File: config.mk
export PLATFORM = sky130hd
export DESIGN_NAME = intr_ctrl
export DESIGN_NICKNAME = d
export VERILOG_FILES = /design/src/rtl/intr_ctrl.sv
export SDC_FILE = /design/constraint.sdc
export NUM_CORES = 1
export LEC_CHECK = 0
export ABC_AREA = 1
export BUFFER_PORTS_ARGS = -buffer_cell sky130_fd_sc_hd__buf_2
export CORE_MARGIN = 10
export CORE_UTILIZATION = 57
export DETAILED_ROUTE_END_ITERATION = 7
export PLACE_DENSITY = 0.83
export SLEW_MARGIN = 40
export SYNTH_ARGS = -nofsm -noshare
export SYNTH_HDL_FRONTEND = slang
export SYNTH_SLANG_ARGS = --single-unit
File: constraint.sdc
create_clock -name clk -period 3.1 [get_ports clk]
set_clock_uncertainty 0.05 [all_clocks]
set_input_delay 0.31 -clock clk [delete_from_list [all_inputs] [get_ports clk]]
set_output_delay 0.31 -clock clk [all_outputs]
set_load 0.005 [all_outputs]
File: src/rtl/intr_ctrl.sv
// intr_ctrl -- 8-line interrupt controller feeding the vector table stage.
//
// Captures rising edges on intr_in and holds them as pending. Pending bits
// are set whether or not the line is masked. A fixed-priority arbiter (bit 0
// highest) picks among pending & mask. A req/ack/ret handshake with the CPU
// brackets each service, and nested interrupts are not supported.
//
// Ports:
//   clk         system clock, rising edge
//   reset       asynchronous, active-high reset
//   intr_in     raw interrupt lines (asynchronous levels)
//   mask_we     mask register write strobe
//   mask_in     new mask value, bit=1 enables the line
//   intr_ack    CPU accepted the request (one-cycle pulse)
//   intr_ret    CPU executed return-from-interrupt (one-cycle pulse)
//   intr_req    interrupt request to the CPU (registered)
//   intr_selec  one-hot selected line, 0 when idle (registered)
//   in_service  handler is executing (registered)
//   pending_out pending register, for status read
module intr_ctrl #(
  parameter int N_INTR      = 8,
  parameter int SYNC_STAGES = 2
) (
  input  logic              clk,
  input  logic              reset,
  input  logic [N_INTR-1:0] intr_in,
  input  logic              mask_we,
  input  logic [N_INTR-1:0] mask_in,
  input  logic              intr_ack,
  input  logic              intr_ret,
  output logic              intr_req,
  output logic [N_INTR-1:0] intr_selec,
  output logic              in_service,
  output logic [N_INTR-1:0] pending_out
);

  typedef enum logic [1:0] {
    IDLE,
    REQ,
    SERVICE
  } state_t;

  state_t                             state;
  logic [SYNC_STAGES-1:0][N_INTR-1:0] sync_q;
  logic [N_INTR-1:0]                  prev_q;
  logic [N_INTR-1:0]                  pending_q;
  logic [N_INTR-1:0]                  mask_q;

  logic [N_INTR-1:0] rise;
  logic [N_INTR-1:0] eligible;
  logic [N_INTR-1:0] winner;
  logic [N_INTR-1:0] clr;

  always_comb begin
    rise     = sync_q[SYNC_STAGES-1] & ~prev_q;
    eligible = pending_q & mask_q;
    // Isolate the lowest set bit: bit 0 has the highest priority.
    winner   = eligible & (~eligible + N_INTR'(1));
    clr      = '0;
    if (state == REQ && intr_ack) begin
      clr = intr_selec;
    end
  end

  assign pending_out = pending_q;

  always_ff @(posedge clk or posedge reset) begin
    if (reset) begin
      sync_q     <= '0;
      prev_q     <= '0;
      pending_q  <= '0;
      mask_q     <= '0;
      state      <= IDLE;
      intr_req   <= 1'b0;
      intr_selec <= '0;
      in_service <= 1'b0;
    end else begin
      sync_q[0] <= intr_in;
      for (int unsigned i = 1; i < SYNC_STAGES; i++) begin
        sync_q[i] <= sync_q[i-1];
      end
      prev_q <= sync_q[SYNC_STAGES-1];

      // A new edge on the bit being acknowledged wins over the clear, so
      // that arrival is not lost.
      pending_q <= (pending_q & ~clr) | rise;

      if (mask_we) begin
        mask_q <= mask_in;
      end

      case (state)
        IDLE: begin
          if (eligible != '0) begin
            intr_selec <= winner;
            intr_req   <= 1'b1;
            state      <= REQ;
          end
        end
        REQ: begin
          // Selection is frozen here: neither a higher-priority arrival nor
          // a mask change withdraws the outstanding request.
          if (intr_ack) begin
            intr_req   <= 1'b0;
            in_service <= 1'b1;
            state      <= SERVICE;
          end
        end
        SERVICE: begin
          if (intr_ret) begin
            intr_selec <= '0;
            in_service <= 1'b0;
            state      <= IDLE;
          end
        end
        default: begin
          intr_req   <= 1'b0;
          intr_selec <= '0;
          in_service <= 1'b0;
          state      <= IDLE;
        end
      endcase
    end
  end

endmodule

==> qor.csv <==
stage,metric,value,unit
flow_run,drv_cap,0,
sta,final.period_utilization,44.91,%
cells_and_area,layout_commonest_cell,dfrtp_1,
synthesis,netlist_area,1866,sq um
cells_and_area,drive_gt1_share,30.23,%
power_and_ir_drop,p_int,1.019,mW
worst_hold_path,hp-start,mask_in[4],
sta,worstMarginPinSlew,0.6060,ns
route,drt-pass1-iter-count,4,
floorplanning,core-area,3103,sq um
clock_network,clock_latency,0.36,ns
clock_network,numCtsBuffers,5,
power_and_ir_drop,switchingPower,474.5,uW
synthesis,synthAdderAreaFrac,0,%
worst_setup_path,crit_arrival,1.65,ns
clock_network,cts_resized,0,
synthesis,netlist_instances,162,
placement,place_ws,1.746,ns
sta,final.min_clock_period,1.392,ns
worst_setup_path,cp_slowest_cell,dfrtp_1,
worst_setup_path,crit_family,simple AND/OR/NAND/NOR gates,
cells_and_area,stdcell_area,2250,sq um
sta,setup_viol,0,
worst_setup_path,startpoint_type,flip-flop,
worst_setup_path,r2r_end,intr_selec[5],
clock_network,postCtsSetupBuffers,0,
synthesis,synth-compound-area-share,5.500,%
sta,slew_headroom,59.60,%
power_and_ir_drop,switching_share,31.78,%
global_routing,antenna_found_initial,0,
worst_setup_path,cpMostUsedCell,nand2_1,
route,drc,0,
synthesis,synthXorXnorAreaFrac,0,%
clock_network,htree_levels,2,
cells_and_area,fin_nets,235,
cells_and_area,multi_input_area,465.4,sq um
synthesis,ys_types,21,
worst_setup_path,cp-startpoint,state[0],
worst_setup_path,required,3.36,ns
status,status,"finished, final reports clean",
global_routing,first_global_vias,1336,
floorplanning,initial_core_util,60.12,%
power_and_ir_drop,peakVddDrop,400.5,uV
synthesis,yosysWarnings,0,
floorplanning,row_count,20,
worst_setup_path,critPathMaxStageDelay,0.47,ns
synthesis,synth_seq_cells,52,
power_and_ir_drop,p_seq_share,56.2,%
route,ant_nets,0,
worst_setup_path,crit_type,flip-flop to flip-flop,
clock_network,clk_pin_slew,0.14,ns
global_routing,grt.overflow.total,0,
floorplanning,fp.dieW,77.21,microns
worst_setup_path,cp_num_buf_inv,0,
cells_and_area,diodes,0,
worst_setup_path,ff2ff_setup_slack,1.71,ns
global_routing,grt.total_usage,12.61,%
worst_setup_path,cp_num_cells,5,
power_and_ir_drop,pwr-share-comb,23.6,%
power_and_ir_drop,power_frac_clock,20.2,%
cells_and_area,seqCellArea,1301,sq um
worst_setup_path,rr_worst_depth,5,
placement,gp_congestion,0.7657,
route,drt-total-wl,3547,microns
route,vias_per_cell,4.815,
synthesis,synth_simple_gate_area_share,14.62,%
power_and_ir_drop,p_leak,1.121,nW
synthesis,synth_top_family_by_area,simple AND/OR/NAND/NOR gates,
route,num_vias,1247,
synthesis,yosys-mux-area-fraction,4.829,%
worst_hold_path,hold_class,primary input to flip-flop,
clock_network,clock-sinks,52,
global_routing,grt_start_max_net_pins,53,
synthesis,synth.avg_cell_area,11.52,sq um
cells_and_area,final_cell_mix,"dfrtp_1, buf_2, nand2_1",
placement,placed_cell_area,2101,sq um
clock_network,root_buffer,clkbuf_4,
worst_setup_path,endpoint_kind,flip-flop,
synthesis,yosysSeqAreaShare,69.75,%
clock_network,ctsLongestPathBuffers,2,
sta,fin_ws,1.708,ns
route,wire_per_inst,13.69,microns
worst_setup_path,worstPathMaxFanout,11,
sta,final_hold_viol_count,0,
cells_and_area,fillCellCount,241,
sta,rsz0062_at_grt,no,
floorplanning,boundaryPins,39,
synthesis,syn_nets,183,
cells_and_area,areaGrowthSynthToFinish,20.59,%
clock_network,cts_tree,built,
placement,dp_hpwl,2569,microns
power_and_ir_drop,p_total,1.493,mW
worst_setup_path,endpoint,intr_selec[5],
global_routing,grt_pass1_wl,6058,microns
sta,fmax,718.3,MHz
sta,setup-tns-final,0,ns
route,dr.first_iter.drc_count,97,
power_and_ir_drop,p_per_area,663.7,nW/um^2
worst_setup_path,regToRegStartpoint,state[0],
worst_setup_path,path_cells,nor2_2 -> nand3_2 -> nand2_4 -> nand2_1 -> nand2_1,
floorplanning,die_h,77.21,microns
floorplanning,dieArea,5961,sq um
sta,finalMaxSlewViolations,0,
placement,port_buffers,38,
==> metrics by stage <==
| stage | hold slack [ns] | util (%) | std cells |
|---|---|---|---|
| 3_5_place_dp | 0.2873 | 67.70 | 242 |
| 6_report | 0.1209 | 72.50 | 259 |
| 3_3_place_gp | 0.2813 | 67.62 | 242 |
| 5_1_grt | 0.09609 | 72.50 | 259 |
| 2_1_floorplan | 0.2812 | - | 162 |
| 4_1_cts | 0.1079 | 72.50 | 259 |
==> final cells by class <==
type | count | share of cell area, %
inverter | 23 | 3.949
tap | 44 | 2.447
timing repair buffer | 47 | 12.46
clock buffer | 8 | 2.614
multi-input combinational | 85 | 20.69
sequential | 52 | 57.84
==> synth_stat cells <==
cell      number  area share [%]
dfrtp_1       52              70
nor2_4         1            0.60
nand2_4        1            0.60
o21ai_0       14             3.8
nor2_1         3            0.60
inv_1         21             4.2
a21oi_1        2            0.54
mux2_2         8             4.8
o21ai_1        3            0.80
nand3_2        2             1.1
buf_2          1            0.27
inv_2          2            0.40
nand2_2        4             1.3
nor3_1         2            0.54
nand4_1        3             1.0
o21a_1         1            0.40
nand3b_1       1            0.40
nor2_2         2            0.67
nand2_1       36             7.2
buf_4          1            0.40
nand3_1        2            0.54
==> cell families (layout without fill, tap and decap cells) <==
kind of cell | Yosys count | count (layout)
AOI/OAI and AO/OA | 20 | 20
buffers and inverters | 25 | 78
DFF | 52 | 52
muxes | 8 | 8
and+or+nand+nor | 57 | 57
==> power groups by stage <==
stage | sequential (mW) | combinational [mW] | clock [mW]
2_1_floorplan | 0.848 | 0.228 | 0
4_1_cts | 0.840 | 0.360 | 0.309
6_report | 0.839 | 0.353 | 0.301
3_3_place_gp | 0.848 | 0.334 | 0
3_5_place_dp | 0.854 | 0.349 | 0
5_1_grt | 0.854 | 0.414 | 0.332
==> worst min-delay path by stage <==
stage,depth (start not counted),slack [ns],to
after floorplan,0,0.28,sync_q[10]
after global placement,0,0.28,sync_q[14]
after detailed placement,0,0.29,sync_q[12]
after CTS,2,0.11,mask_q[4]
after global routing,2,0.1,mask_q[2]
final,2,0.12,mask_q[4]
==> repair_timing <==
item                                   4_1_cts  5_1_grt
setup endpoints to repair                    0        0
endpoints found under the hold margin       60        0
hold buffers                                 9        0
==> state kept, by name, summed over array words and instances, names as in the netlist <==
name,count
state,2
prev_q,8
intr_selec,8
sync_q,16
intr_req,1
in_service,1
pending_out,8
mask_q,8
==> per-layer routing <==
layer,vias to the layer above,global-route usage [%],share of wire [%]
li1,615,-,-
met1,596,13.61,41
met2,29,20.90,50
met3,7,5.944,7.2
met4,0,4.927,1.7
met5,-,0,0
Power figures use the tool's default switching activity.
